[src/rtl/multicycle_exec_unit_if.sv]
// Valid/ready handshake bundle for the multicycle execute stage: operand/instruction
// request channel, result channel, and the combinational immediate.
interface multicycle_exec_unit_if #(
   parameter int unsigned XLEN = 32
);
   logic            in_valid;
   logic            in_ready;
   logic [31:0]     instruction;
   logic            alu_src;
   logic [1:0]      alu_oper;
   logic [XLEN-1:0] rs1_val;
   logic [XLEN-1:0] rs2_val;
   logic            out_valid;
   logic            out_ready;
   logic [XLEN-1:0] result;
   logic            is_zero;
   logic            illegal;
   logic [XLEN-1:0] ext_imm;

   modport master (
      output in_valid, instruction, alu_src, alu_oper, rs1_val, rs2_val, out_ready,
      input  in_ready, out_valid, result, is_zero, illegal, ext_imm
   );

   modport slave (
      input  in_valid, instruction, alu_src, alu_oper, rs1_val, rs2_val, out_ready,
      output in_ready, out_valid, result, is_zero, illegal, ext_imm
   );
endinterface

[src/rtl/multicycle_exec_unit.sv]
// Execute stage: single-cycle RV32I-style integer ops plus iterative MUL/MULHU/DIVU/REMU
// (one shift-add or restoring shift-subtract step per cycle), valid/ready on both sides.
module multicycle_exec_unit #(
   parameter int unsigned XLEN = 32
) (
   input  logic                 clk,
   input  logic                 rst_n,
   multicycle_exec_unit_if.slave bus
);

   localparam int unsigned SHW = $clog2(XLEN);
   localparam int unsigned CW  = SHW + 1;

   localparam logic [6:0] OPC_OP_IMM = 7'b0010011;
   localparam logic [6:0] OPC_LOAD   = 7'b0000011;
   localparam logic [6:0] OPC_STORE  = 7'b0100011;
   localparam logic [6:0] OPC_BRANCH = 7'b1100011;
   localparam logic [6:0] OPC_OP     = 7'b0110011;

   typedef enum logic [1:0] {IDLE, BUSY, DONE} state_e;
   typedef enum logic [1:0] {MOP_MUL, MOP_MULHU, MOP_DIVU, MOP_REMU} mop_e;

   state_e            state_q, state_d;
   mop_e              mop_q, mop_d;
   logic [XLEN-1:0]   result_q, result_d;
   logic              is_zero_q, is_zero_d;
   logic              illegal_q, illegal_d;
   logic              out_valid_q, out_valid_d;
   logic [CW-1:0]     count_q, count_d;
   logic [2*XLEN-1:0] acc_q, acc_d;
   logic [XLEN-1:0]   opa_q, opa_d;
   logic [XLEN-1:0]   opb_q, opb_d;

   logic [6:0]        opcode;
   logic [2:0]        funct3;
   logic [6:0]        funct7;
   logic signed [31:0] imm32;
   logic [XLEN-1:0]   ext_imm;
   logic [XLEN-1:0]   op1, op2;
   logic [SHW-1:0]    shamt;
   logic [XLEN-1:0]   alu_res;
   logic              alu_ill;
   logic              is_mop;
   mop_e              mop_sel;
   logic              in_ready;
   logic              accept;
   logic              unused_fields;

   assign opcode        = bus.instruction[6:0];
   assign funct3        = bus.instruction[14:12];
   assign funct7        = bus.instruction[31:25];
   assign unused_fields = ^bus.instruction[19:15];

   always_comb begin
      imm32 = '0;
      case (opcode)
         OPC_OP_IMM, OPC_LOAD: imm32 = {{20{bus.instruction[31]}}, bus.instruction[31:20]};
         OPC_STORE:  imm32 = {{20{bus.instruction[31]}}, bus.instruction[31:25],
                              bus.instruction[11:7]};
         OPC_BRANCH: imm32 = {{20{bus.instruction[31]}}, bus.instruction[7],
                              bus.instruction[30:25], bus.instruction[11:8], 1'b0};
         default:    imm32 = '0;
      endcase
   end

   assign ext_imm = XLEN'(imm32);
   assign op1     = bus.rs1_val;
   assign op2     = bus.alu_src ? ext_imm : bus.rs2_val;
   assign shamt   = op2[SHW-1:0];

   always_comb begin
      alu_res = '0;
      alu_ill = 1'b0;
      is_mop  = 1'b0;
      mop_sel = MOP_MUL;
      case (bus.alu_oper)
         2'b00: alu_res = op1 + op2;
         2'b01: alu_res = op1 - op2;
         2'b10: begin
            if (opcode == OPC_OP && funct7 == 7'b0000001) begin
               is_mop = 1'b1;
               case (funct3)
                  3'b000:  mop_sel = MOP_MUL;
                  3'b011:  mop_sel = MOP_MULHU;
                  3'b101:  mop_sel = MOP_DIVU;
                  3'b111:  mop_sel = MOP_REMU;
                  default: begin
                     is_mop  = 1'b0;
                     alu_ill = 1'b1;
                  end
               endcase
            end else if (opcode == OPC_OP_IMM || opcode == OPC_OP) begin
               case (funct3)
                  3'b000: alu_res = (opcode == OPC_OP && funct7[5]) ? op1 - op2 : op1 + op2;
                  3'b001: alu_res = op1 << shamt;
                  3'b010: alu_res = {{(XLEN-1){1'b0}}, ($signed(op1) < $signed(op2))};
                  3'b011: alu_res = {{(XLEN-1){1'b0}}, (op1 < op2)};
                  3'b100: alu_res = op1 ^ op2;
                  3'b101: alu_res = funct7[5] ? XLEN'($signed(op1) >>> shamt) : op1 >> shamt;
                  3'b110: alu_res = op1 | op2;
                  default: alu_res = op1 & op2;
               endcase
            end else if (opcode == OPC_LOAD || opcode == OPC_STORE) begin
               alu_res = op1 + op2;
            end else if (opcode == OPC_BRANCH) begin
               alu_res = op1 - op2;
            end else begin
               alu_ill = 1'b1;
            end
         end
         default: alu_res = '0;
      endcase
   end

   // Multiply: acc high half accumulates, product shifts right into the low half.
   // Divide: acc = {remainder, quotient}; opb shifts the dividend out MSB-first.
   logic              is_div_q;
   logic [XLEN-1:0]   mul_addend;
   logic [XLEN:0]     mul_sum;
   logic [XLEN:0]     div_trial;
   logic [XLEN-1:0]   div_rem;
   logic [2*XLEN-1:0] step_acc;
   logic [XLEN-1:0]   step_res;

   assign is_div_q   = (mop_q == MOP_DIVU) || (mop_q == MOP_REMU);
   assign mul_addend = opb_q[0] ? opa_q : '0;
   assign mul_sum    = {1'b0, acc_q[2*XLEN-1:XLEN]} + {1'b0, mul_addend};
   assign div_trial  = {acc_q[2*XLEN-1:XLEN], opb_q[XLEN-1]} - {1'b0, opa_q};
   assign div_rem    = div_trial[XLEN] ? {acc_q[2*XLEN-2:XLEN], opb_q[XLEN-1]}
                                       : div_trial[XLEN-1:0];
   assign step_acc   = is_div_q ? {div_rem, acc_q[XLEN-2:0], ~div_trial[XLEN]}
                                : {mul_sum, acc_q[XLEN-1:1]};
   assign step_res   = (mop_q == MOP_MUL || mop_q == MOP_DIVU) ? step_acc[XLEN-1:0]
                                                               : step_acc[2*XLEN-1:XLEN];

   assign in_ready = (state_q == IDLE) || (state_q == DONE && bus.out_ready);
   assign accept   = bus.in_valid && in_ready;

   always_comb begin
      state_d     = state_q;
      mop_d       = mop_q;
      result_d    = result_q;
      is_zero_d   = is_zero_q;
      illegal_d   = illegal_q;
      out_valid_d = out_valid_q;
      count_d     = count_q;
      acc_d       = acc_q;
      opa_d       = opa_q;
      opb_d       = opb_q;
      case (state_q)
         BUSY: begin
            acc_d   = step_acc;
            opb_d   = is_div_q ? opb_q << 1 : opb_q >> 1;
            count_d = count_q - CW'(1);
            if (count_q == CW'(1)) begin
               state_d     = DONE;
               out_valid_d = 1'b1;
               illegal_d   = 1'b0;
               result_d    = step_res;
               is_zero_d   = (step_res == '0);
            end
         end
         DONE: begin
            if (bus.out_ready) begin
               state_d     = IDLE;
               out_valid_d = 1'b0;
            end
         end
         default: state_d = IDLE;
      endcase
      // Accept overrides the DONE retire path so an op can be taken on the retire edge.
      if (accept) begin
         illegal_d = 1'b0;
         if (is_mop && (mop_sel == MOP_DIVU || mop_sel == MOP_REMU) && op2 == '0) begin
            state_d     = DONE;
            out_valid_d = 1'b1;
            result_d    = (mop_sel == MOP_REMU) ? op1 : '1;
            is_zero_d   = (mop_sel == MOP_REMU) && (op1 == '0);
         end else if (is_mop) begin
            state_d     = BUSY;
            out_valid_d = 1'b0;
            mop_d       = mop_sel;
            acc_d       = '0;
            count_d     = CW'(XLEN);
            opa_d       = (mop_sel == MOP_DIVU || mop_sel == MOP_REMU) ? op2 : op1;
            opb_d       = (mop_sel == MOP_DIVU || mop_sel == MOP_REMU) ? op1 : op2;
         end else begin
            state_d     = DONE;
            out_valid_d = 1'b1;
            result_d    = alu_res;
            is_zero_d   = (alu_res == '0);
            illegal_d   = alu_ill;
         end
      end
   end

   always_ff @(posedge clk or negedge rst_n) begin
      if (!rst_n) begin
         state_q     <= IDLE;
         mop_q       <= MOP_MUL;
         result_q    <= '0;
         is_zero_q   <= 1'b0;
         illegal_q   <= 1'b0;
         out_valid_q <= 1'b0;
         count_q     <= '0;
         acc_q       <= '0;
         opa_q       <= '0;
         opb_q       <= '0;
      end else begin
         state_q     <= state_d;
         mop_q       <= mop_d;
         result_q    <= result_d;
         is_zero_q   <= is_zero_d;
         illegal_q   <= illegal_d;
         out_valid_q <= out_valid_d;
         count_q     <= count_d;
         acc_q       <= acc_d;
         opa_q       <= opa_d;
         opb_q       <= opb_d;
      end
   end

   assign bus.in_ready  = in_ready;
   assign bus.out_valid = out_valid_q;
   assign bus.result    = result_q;
   assign bus.is_zero   = is_zero_q;
   assign bus.illegal   = illegal_q;
   assign bus.ext_imm   = ext_imm;

endmodule

[src/flat_wrapper.sv]
// flat-port wrapper written by rule: the top's interface ports become plain ports
module multicycle_exec_unit_flat 
#(
   parameter int unsigned XLEN = 32
)
  (clk, rst_n, bus_in_valid, bus_instruction, bus_alu_src, bus_alu_oper, bus_rs1_val, bus_rs2_val, bus_out_ready, bus_in_ready, bus_out_valid, bus_result, bus_is_zero, bus_illegal, bus_ext_imm);
  multicycle_exec_unit_if #(.XLEN(XLEN)) bus_i ();
  input  logic clk;
  input  logic rst_n;
  input wire logic [$bits(bus_i.in_valid)-1:0] bus_in_valid;
  input wire logic [$bits(bus_i.instruction)-1:0] bus_instruction;
  input wire logic [$bits(bus_i.alu_src)-1:0] bus_alu_src;
  input wire logic [$bits(bus_i.alu_oper)-1:0] bus_alu_oper;
  input wire logic [$bits(bus_i.rs1_val)-1:0] bus_rs1_val;
  input wire logic [$bits(bus_i.rs2_val)-1:0] bus_rs2_val;
  input wire logic [$bits(bus_i.out_ready)-1:0] bus_out_ready;
  output wire logic [$bits(bus_i.in_ready)-1:0] bus_in_ready;
  output wire logic [$bits(bus_i.out_valid)-1:0] bus_out_valid;
  output wire logic [$bits(bus_i.result)-1:0] bus_result;
  output wire logic [$bits(bus_i.is_zero)-1:0] bus_is_zero;
  output wire logic [$bits(bus_i.illegal)-1:0] bus_illegal;
  output wire logic [$bits(bus_i.ext_imm)-1:0] bus_ext_imm;
  assign bus_i.in_valid = bus_in_valid;
  assign bus_i.instruction = bus_instruction;
  assign bus_i.alu_src = bus_alu_src;
  assign bus_i.alu_oper = bus_alu_oper;
  assign bus_i.rs1_val = bus_rs1_val;
  assign bus_i.rs2_val = bus_rs2_val;
  assign bus_i.out_ready = bus_out_ready;
  assign bus_in_ready = bus_i.in_ready;
  assign bus_out_valid = bus_i.out_valid;
  assign bus_result = bus_i.result;
  assign bus_is_zero = bus_i.is_zero;
  assign bus_illegal = bus_i.illegal;
  assign bus_ext_imm = bus_i.ext_imm;
  multicycle_exec_unit #(.XLEN(XLEN)) u_core (.clk(clk), .rst_n(rst_n), .bus(bus_i));
endmodule
[config.mk]
export PLATFORM = sky130hd
export DESIGN_NAME = multicycle_exec_unit_flat
export DESIGN_NICKNAME = d
export VERILOG_FILES = /design/src/rtl/multicycle_exec_unit_if.sv /design/src/rtl/multicycle_exec_unit.sv /design/src/flat_wrapper.sv
export SDC_FILE = /design/constraint.sdc
export NUM_CORES = 1
export LEC_CHECK = 0
export CAP_MARGIN = 20
export CORE_UTILIZATION = 40
export CTS_CLUSTER_SIZE = 24
export DETAILED_ROUTE_END_ITERATION = 8
export SETUP_SLACK_MARGIN = 0.1
export SYNTH_ARGS = -nofsm -noshare
export SYNTH_HDL_FRONTEND = slang
export SYNTH_SLANG_ARGS = --single-unit
[constraint.sdc]
create_clock -name clk -period 6 [get_ports clk]
set_input_delay 0.9 -clock clk [delete_from_list [all_inputs] [get_ports clk]]
set_output_delay 0.9 -clock clk [all_outputs]
set_load 0.05 [all_outputs]
Word level (Yosys, flattened, before mapping)
Cells that the tools add are included.
{"block": "op_classes", "n_addsub": 5, "multipliers": 0, "div_mod_pow": 0, "n_lt_le_gt_ge": 2, "eq_ne": 24, "n_shift": 3, "n_mux": 69, "bitwise": 5, "reduce_logical": 30}
{"cell": "$mux W32", "n": 23}
{"cell": "$mux W64", "n": 5}
{"cell": "$pmux W32 S7", "n": 1}
{"cell": "$pmux W32 S3", "n": 2}
{"cell": "$logic_not A32 Y1", "n": 4}
{"cell": "$lt A32 B32 Y1", "n": 2}
{"cell": "$add A32 B32 Y33", "n": 1}
{"cell": "$sub A33 B32 Y33", "n": 1}
{"cell": "$add A32 B32 Y32", "n": 1}
{"cell": "$and A32 B32 Y32", "n": 1}
{"cell": "$or A32 B32 Y32", "n": 1}
{"cell": "$shl A32 B5 Y32", "n": 1}
{"cell": "$shr A32 B5 Y32", "n": 1}
{"cell": "$sshr A32 B5 Y32", "n": 1}
{"cell": "$sub A32 B32 Y32", "n": 1}
{"cell": "$xor A32 B32 Y32", "n": 1}
{"cell": "$mux W1", "n": 24}
{"cell": "$mux W6", "n": 4}
{"cell": "$eq A7 B6 Y1 const B", "n": 2}
{"cell": "$mux W2", "n": 7}
{"cell": "$eq A2 B2 Y1 const B", "n": 6}
{"cell": "$eq A3 B3 Y1 const B", "n": 4}
{"cell": "$eq A7 B1 Y1 const B", "n": 1}
{"cell": "$eq A7 B2 Y1 const B", "n": 1}
{"cell": "23 further kinds", "n": 42}
{"block": "word_totals", "register_bits": 173, "latchBits": 0, "ram_bits": 0, "rom_bits": 0, "in_bits": 103, "output_inout_bits": 68, "elab_cells": 148, "mem_count": 0}

Logic depth before layout (Yosys ltp)
{"block": "logic_depth", "ltp_word": 14, "mapped_depth": 25, "mapped_depth_nobuf": 21}

Worst setup path after synthesis
OpenSTA, ideal clock, no wires.
{"block": "synth_timing", "path_type": "input to register", "from": "input bus_instruction[2]", "to": "register u_core.is_zero_q (netlist: u_core.bus.is_zero)", "arrival_time_ns": 6.146, "setup_slack_ns": -0.241, "cell_stages": 20, "cell_sequence": "and4bb_2 > buf_4 > nand2_1 > a21oi_1 > mux2i_1 > ha_1 > a21o_1 > a21o_1 > a221o_1 > o21a_1 > o41ai_4 > o311ai_2 > a31oi_4 > nand2b_1 > nand2b_1 > a21oi_2 > xnor2_1 > a221o_1 > or4_1 > o31ai_1"}
{"block": "synth_between", "elab_chain_cells": 14}
{"item": "from (decl)", "line": "flat_wrapper.sv:11", "rtl": "input wire logic [$bits(bus_i.instruction)-1:0] bus_instruction;"}
{"item": "$eq A7 B2 Y1 or $eq A7 B5 Y1 (tied branches)", "line": "multicycle_exec_unit.sv:56", "rtl": "case (opcode)"}
{"item": "$reduce_or A2 Y1", "line": "multicycle_exec_unit.sv:56"}
{"item": "$pmux W32 S3 (*)", "line": "multicycle_exec_unit.sv:56"}
{"item": "named net bus_ext_imm[11]", "line": "flat_wrapper.sv:22", "rtl": "output wire logic [$bits(bus_i.ext_imm)-1:0] bus_ext_imm;"}
{"item": "$mux W32 (*)", "line": "multicycle_exec_unit.sv:68", "rtl": "assign op2 = bus.alu_src ? ext_imm : bus.rs2_val;"}
{"item": "$add A32 B32 Y32 or $sub A32 B32 Y32 (tied branches)"}
{"item": "$mux W32, on equally long branches", "line": "multicycle_exec_unit.sv:94, multicycle_exec_unit.sv:105"}
{"item": "$pmux W32 S7 or $mux W32 (tied branches)", "line": "multicycle_exec_unit.sv:93, multicycle_exec_unit.sv:103"}
{"item": "$mux W32", "line": "multicycle_exec_unit.sv:92", "rtl": "end else if (opcode == OPC_OP_IMM || opcode == OPC_OP) begin"}
{"item": "$mux W32", "line": "multicycle_exec_unit.sv:80", "rtl": "if (opcode == OPC_OP && funct7 == 7'b0000001) begin"}
{"item": "$pmux W32 S3", "line": "multicycle_exec_unit.sv:76", "rtl": "case (bus.alu_oper)"}
{"item": "$logic_not A32 Y1", "line": "multicycle_exec_unit.sv:191", "rtl": "is_zero_d = (alu_res == '0);"}
{"item": "$mux W1", "line": "multicycle_exec_unit.sv:179", "rtl": "end else if (is_mop) begin"}
{"item": "$mux W1 (*)", "line": "multicycle_exec_unit.sv:174", "rtl": "if (is_mop && (mop_sel == MOP_DIVU || mop_sel == MOP_REMU) && op2 == '0) begin"}
{"item": "$mux W1 (*)", "line": "multicycle_exec_unit.sv:172", "rtl": "if (accept) begin"}
{"item": "named net u_core.is_zero_d", "line": "multicycle_exec_unit.sv:26", "rtl": "logic is_zero_q, is_zero_d;"}
{"item": "to (signal assigned)", "line": "multicycle_exec_unit.sv:213", "rtl": "is_zero_q <= is_zero_d;"}
{"item": "to (decl)", "line": "multicycle_exec_unit.sv:26"}
Mark *: on every way through the listed nets, which the timed path passes. The rest lies on a longest branch.
A chain may end at the register's enable or synchronous reset.

Worst setup path after layout
{"block": "layout_timing", "from": "input bus_instruction[7]", "to": "register u_core.is_zero_q (netlist: u_core.bus.is_zero)"}
{"block": "layout_between", "elab_chain_cells": 12}
{"item": "$pmux W32 S3 (*)", "line": "multicycle_exec_unit.sv:56"}
{"item": "$mux W32 (*)", "line": "multicycle_exec_unit.sv:68"}
{"item": "$add A32 B32 Y32 (tied with other cells)", "line": "multicycle_exec_unit.sv:77, multicycle_exec_unit.sv:94, multicycle_exec_unit.sv:104"}
{"item": "$mux W32, on equally long branches", "line": "multicycle_exec_unit.sv:94, multicycle_exec_unit.sv:99, multicycle_exec_unit.sv:105"}
{"item": "$pmux W32 S7 or $mux W32 (tied branches)", "line": "multicycle_exec_unit.sv:93, multicycle_exec_unit.sv:103"}
{"item": "$mux W32", "line": "multicycle_exec_unit.sv:92"}
{"item": "$mux W32", "line": "multicycle_exec_unit.sv:80"}
{"item": "$pmux W32 S3", "line": "multicycle_exec_unit.sv:76"}
{"item": "$logic_not A32 Y1", "line": "multicycle_exec_unit.sv:191"}
{"item": "$mux W1", "line": "multicycle_exec_unit.sv:179"}
{"item": "$mux W1 (*)", "line": "multicycle_exec_unit.sv:174"}
{"item": "$mux W1 (*)", "line": "multicycle_exec_unit.sv:172"}
{"item": "named net u_core.is_zero_d", "line": "multicycle_exec_unit.sv:26"}
Marked as above.

==> flow_metrics.tcl <==
set metrics [dict create \
    cts-htree-levels 4 \
    first_global_vias 29200 \
    die_area_mm2 0.0639 \
    preCtsSetupSlack_ns -0.862 \
    busiest_layer "met2" \
    synth_area_leaders "dfrtp_1, ha_1, a21oi_1, mux2i_1, o21ai_0" \
    crit_buf_inv 3 \
    yosys.area.top_type "dfrtp_1" \
    critical_path_class "primary input to flip-flop" \
    cp.required_ns 6.38 \
    synthesis.nets 3851 \
    fin_crit_sh 0.955 \
    area_growth_pct 29.7 \
    crit_path_end_kind "flip-flop" \
    cts_hold_buf 0 \
    core_mm2 0.0619 \
    nets 4358 \
    crit_fanout 3 \
    io_pins 171 \
    crit_chain "clkdlybuf4s50_1, and3b_1, o211a_4, nor2_4, inv_2, ha_1, fa_2, o21bai_4, o2111ai_4, a311oi_4, buf_4, a21oi_2, xnor2_2, nor2_1, nor4_4, o221ai_2, a2111oi_4, nand3_2, nor4b_4, nand4_1, or4_4, o31ai_2" \
    num_antenna_cells 0 \
    layout-drive-gt1-share 0.200 \
    io_buffers 165 \
    drtPass1Iterations 6 \
    dpl.hpwl_um 105000 \
    grt_overflow_total 0 \
    use_met2 0.634 \
    cts_buffer_depth 2 \
    ys.flop_type "dfrtp_1" \
    slew_headroom 0.221 \
    gp_congestion 1.12 \
    p_per_area_mw_per_mm2 150 \
    yosysWarnings 0 \
    ant_nets 0 \
    ys_seq_elements 173 \
    std_cell_rows 91 \
    clkLatencyLatePin_ns 0.46 \
    min_from "u_core.opa_q[6]" \
    cpMaxStageDelayCell "or4_4" \
    yosysTopAreaCellShare 0.172 \
    worst_slew_pin_slew_ns 1.16 \
    clock_skew_ns 0.00876 \
    path_clk_slew_ns 0.07 \
    cts_buffers 17 \
    die_w_um 253 \
    wl_per_cell_um 26.9 \
    synthDistinctLibCells 105 \
    use_met3 0.0719 \
    cts_sinks 173 \
    syn_area_per_cell_um2 7.05 \
    setup_ws_ns 0.268 \
    vias 30900 \
    cts_tree "done" \
    grt_antenna_before_repair 1 \
    run_status "complete, no violations" \
    synth.most_common_cell "a21oi_1" \
    ys_top_cells_by_count "a21oi_1, nand2_1, nor2_1" \
    drt_iter0_drc 3764 \
    routed_wirelength_um 132000 \
    rr_startpoint "u_core.opb_q[0]" \
    fmax_mhz 174 \
    p_leak_nw 13.7 \
    root_buffer "clkbuf_16" \
    grt_pass1_wl_um 192000 \
    grt_util_all_layers 0.404 \
    timing.final.max_slew_violations 0 \
    cap_viol_max_count 0 \
    post-route-drc-count 0 \
    arrival_ns 6.11 \
    setup_viol 0 \
    netlist_instances 3569 \
    die_h_um 253 \
    met1_usage 0.510 \
    initial_core_util 0.406 \
    startpoint_type "primary input" \
    fin_tns_setup_ns 0 \
    hold_viol_final 0 \
    synthArstFlopShare 1.00 \
    synth_edf_count 0 \
    seq_area_frac_synth 0.172 \
    via_per_inst 6.28 \
    fin_crit_ns 5.73 \
    synth_area_mm2 0.0251 \
    slowest_delay_ns 0.47 \
    grt_max_degree 110 \
    path_delay_family "simple AND/OR/NAND/NOR gates" \
    vdd_drop_max_uv 213 \
    startpoint "bus_instruction[7]" \
    rsz0062_at_grt "false" \
    hp-class "flip-flop to flip-flop" \
]
[registers in the layout (all words and copies together), names as in the netlist]
signal / count
u_core.acc_q: 64
u_core.bus.illegal: 1
u_core.bus.is_zero: 1
u_core.bus.out_valid: 1
u_core.bus.result: 32
u_core.count_q: 6
u_core.mop_q: 2
u_core.opa_q: 32
u_core.opb_q: 32
u_core.state_q: 2
[worst reg2reg max path, stage by stage (launching register included)]
cell and delay [ns]:
dfrtp_1 0.57, and2_1 0.24, ha_1 0.22, fa_1 0.46
a211oi_1 0.44, o21ai_0 0.20, a21oi_1 0.32, o21ai_0 0.26
a211oi_1 0.41, buf_4 0.22, o21a_1 0.18, o21ai_0 0.13
xor2_1 0.19, a222oi_1 0.31, o21ai_0 0.21, nor4_1 0.39
buf_4 0.18, and4b_1 0.30, nor2_1 0.09, o31ai_2 0.06
[layout by cell type, fill, tap and decap left out, types with 12 or more instances in the layout]
cell type	count
nand2_1	368
nor2_1	354
o221ai_1	19
o22ai_1	50
nand4_1	32
inv_1	141
ha_1	168
o21bai_1	21
and3_1	16
a22oi_1	38
a211oi_1	57
mux2_2	27
buf_4	586
nor4_1	22
a21o_1	46
xor2_1	35
o31ai_1	18
a21oi_1	393
a21oi_2	12
a221oi_1	26
nor2b_1	22
and2_1	52
nand2b_1	31
nor3_1	72
clkbuf_16	17
o21a_1	27
o211ai_1	75
a31oi_1	29
dfrtp_1	172
mux2i_1	140
nand3_1	106
xnor2_1	73
o21ai_0	283
clkdlybuf4s50_1	156
o21ai_1	16
[cells by family after synthesis]
| logic type | share of synthesized area |
|---|---|
| AO/OA/AOI/OAI | 0.332 |
| XOR/XNOR | 0.0397 |
| adder cells (fa/ha/maj) | 0.0903 |
| flip-flops | 0.172 |
| AND/OR/NAND/NOR | 0.220 |
| multiplexers | 0.0729 |
| buffers and inverters | 0.0728 |
[timing repair]
action,4_1_cts,5_1_grt
buffers inserted,14,11
pin swaps,19,44
setup endpoints to repair,3,7
hold endpoints to repair,0,0
gates resized for setup,44,106
[per-stage QoR]
| step | total power [mW] | area (µm²) | cells | utilization | hold WS [ns] |
|---|---|---|---|---|---|
| 2_1_floorplan | 2.39 | 25200 | 3569 | - | 0.463 |
| 3_3_place_gp | 3.55 | 31100 | 4868 | 0.502 | 0.472 |
| 3_5_place_dp | 3.54 | 31100 | 4868 | 0.502 | 0.482 |
| 4_1_cts | 4.75 | 32000 | 4913 | 0.516 | 0.508 |
| 5_1_grt | 5.05 | 32600 | 4925 | 0.527 | 0.522 |
| 6_report | 4.91 | 32600 | 4925 | 0.527 | 0.500 |
[where the power goes]
| part | leakage (nW) | internal [mW] | switching, mW | total [mW] |
|---|---|---|---|---|
| Sequential | 1.85 | 1.21 | 0.0728 | 1.29 |
| Combinational | 11.6 | 0.972 | 1.48 | 2.46 |
| Clock | 0.277 | 0.657 | 0.508 | 1.17 |
| Total | 13.7 | 2.84 | 2.06 | 4.91 |
[area by class of cell]
type / instances / area (µm²)
multi-input cells: 2969 / 19800
repair buffers: 764 / 6260
clock buffers: 22 / 444
clock inverters: 9 / 139
well taps: 837 / 1050
flip-flops and latches: 173 / 4330
fillers: 6272 / 29300
inverters: 151 / 574
[final timing paths]
check,depth (start not counted),slack (ns),endpoint
max,22,0.27,u_core.bus.is_zero
min,2,0.50,u_core.opa_q[6]
max reg2reg,19,0.52,u_core.bus.is_zero
min reg2reg,2,0.50,u_core.opa_q[6]
max in group asynchronous,2,4.38,u_core.acc_q[38]
min in group asynchronous,1,0.52,u_core.count_q[3]
[per-layer routing]
| layer | part of all wire | up-vias |
|---|---|---|
| li1 | - | 14100 |
| met1 | 0.39 | 14600 |
| met2 | 0.44 | 1810 |
| met3 | 0.096 | 494 |
| met4 | 0.076 | 0 |
| met5 | 0 | - |
Power figures use the tool's default switching activity.
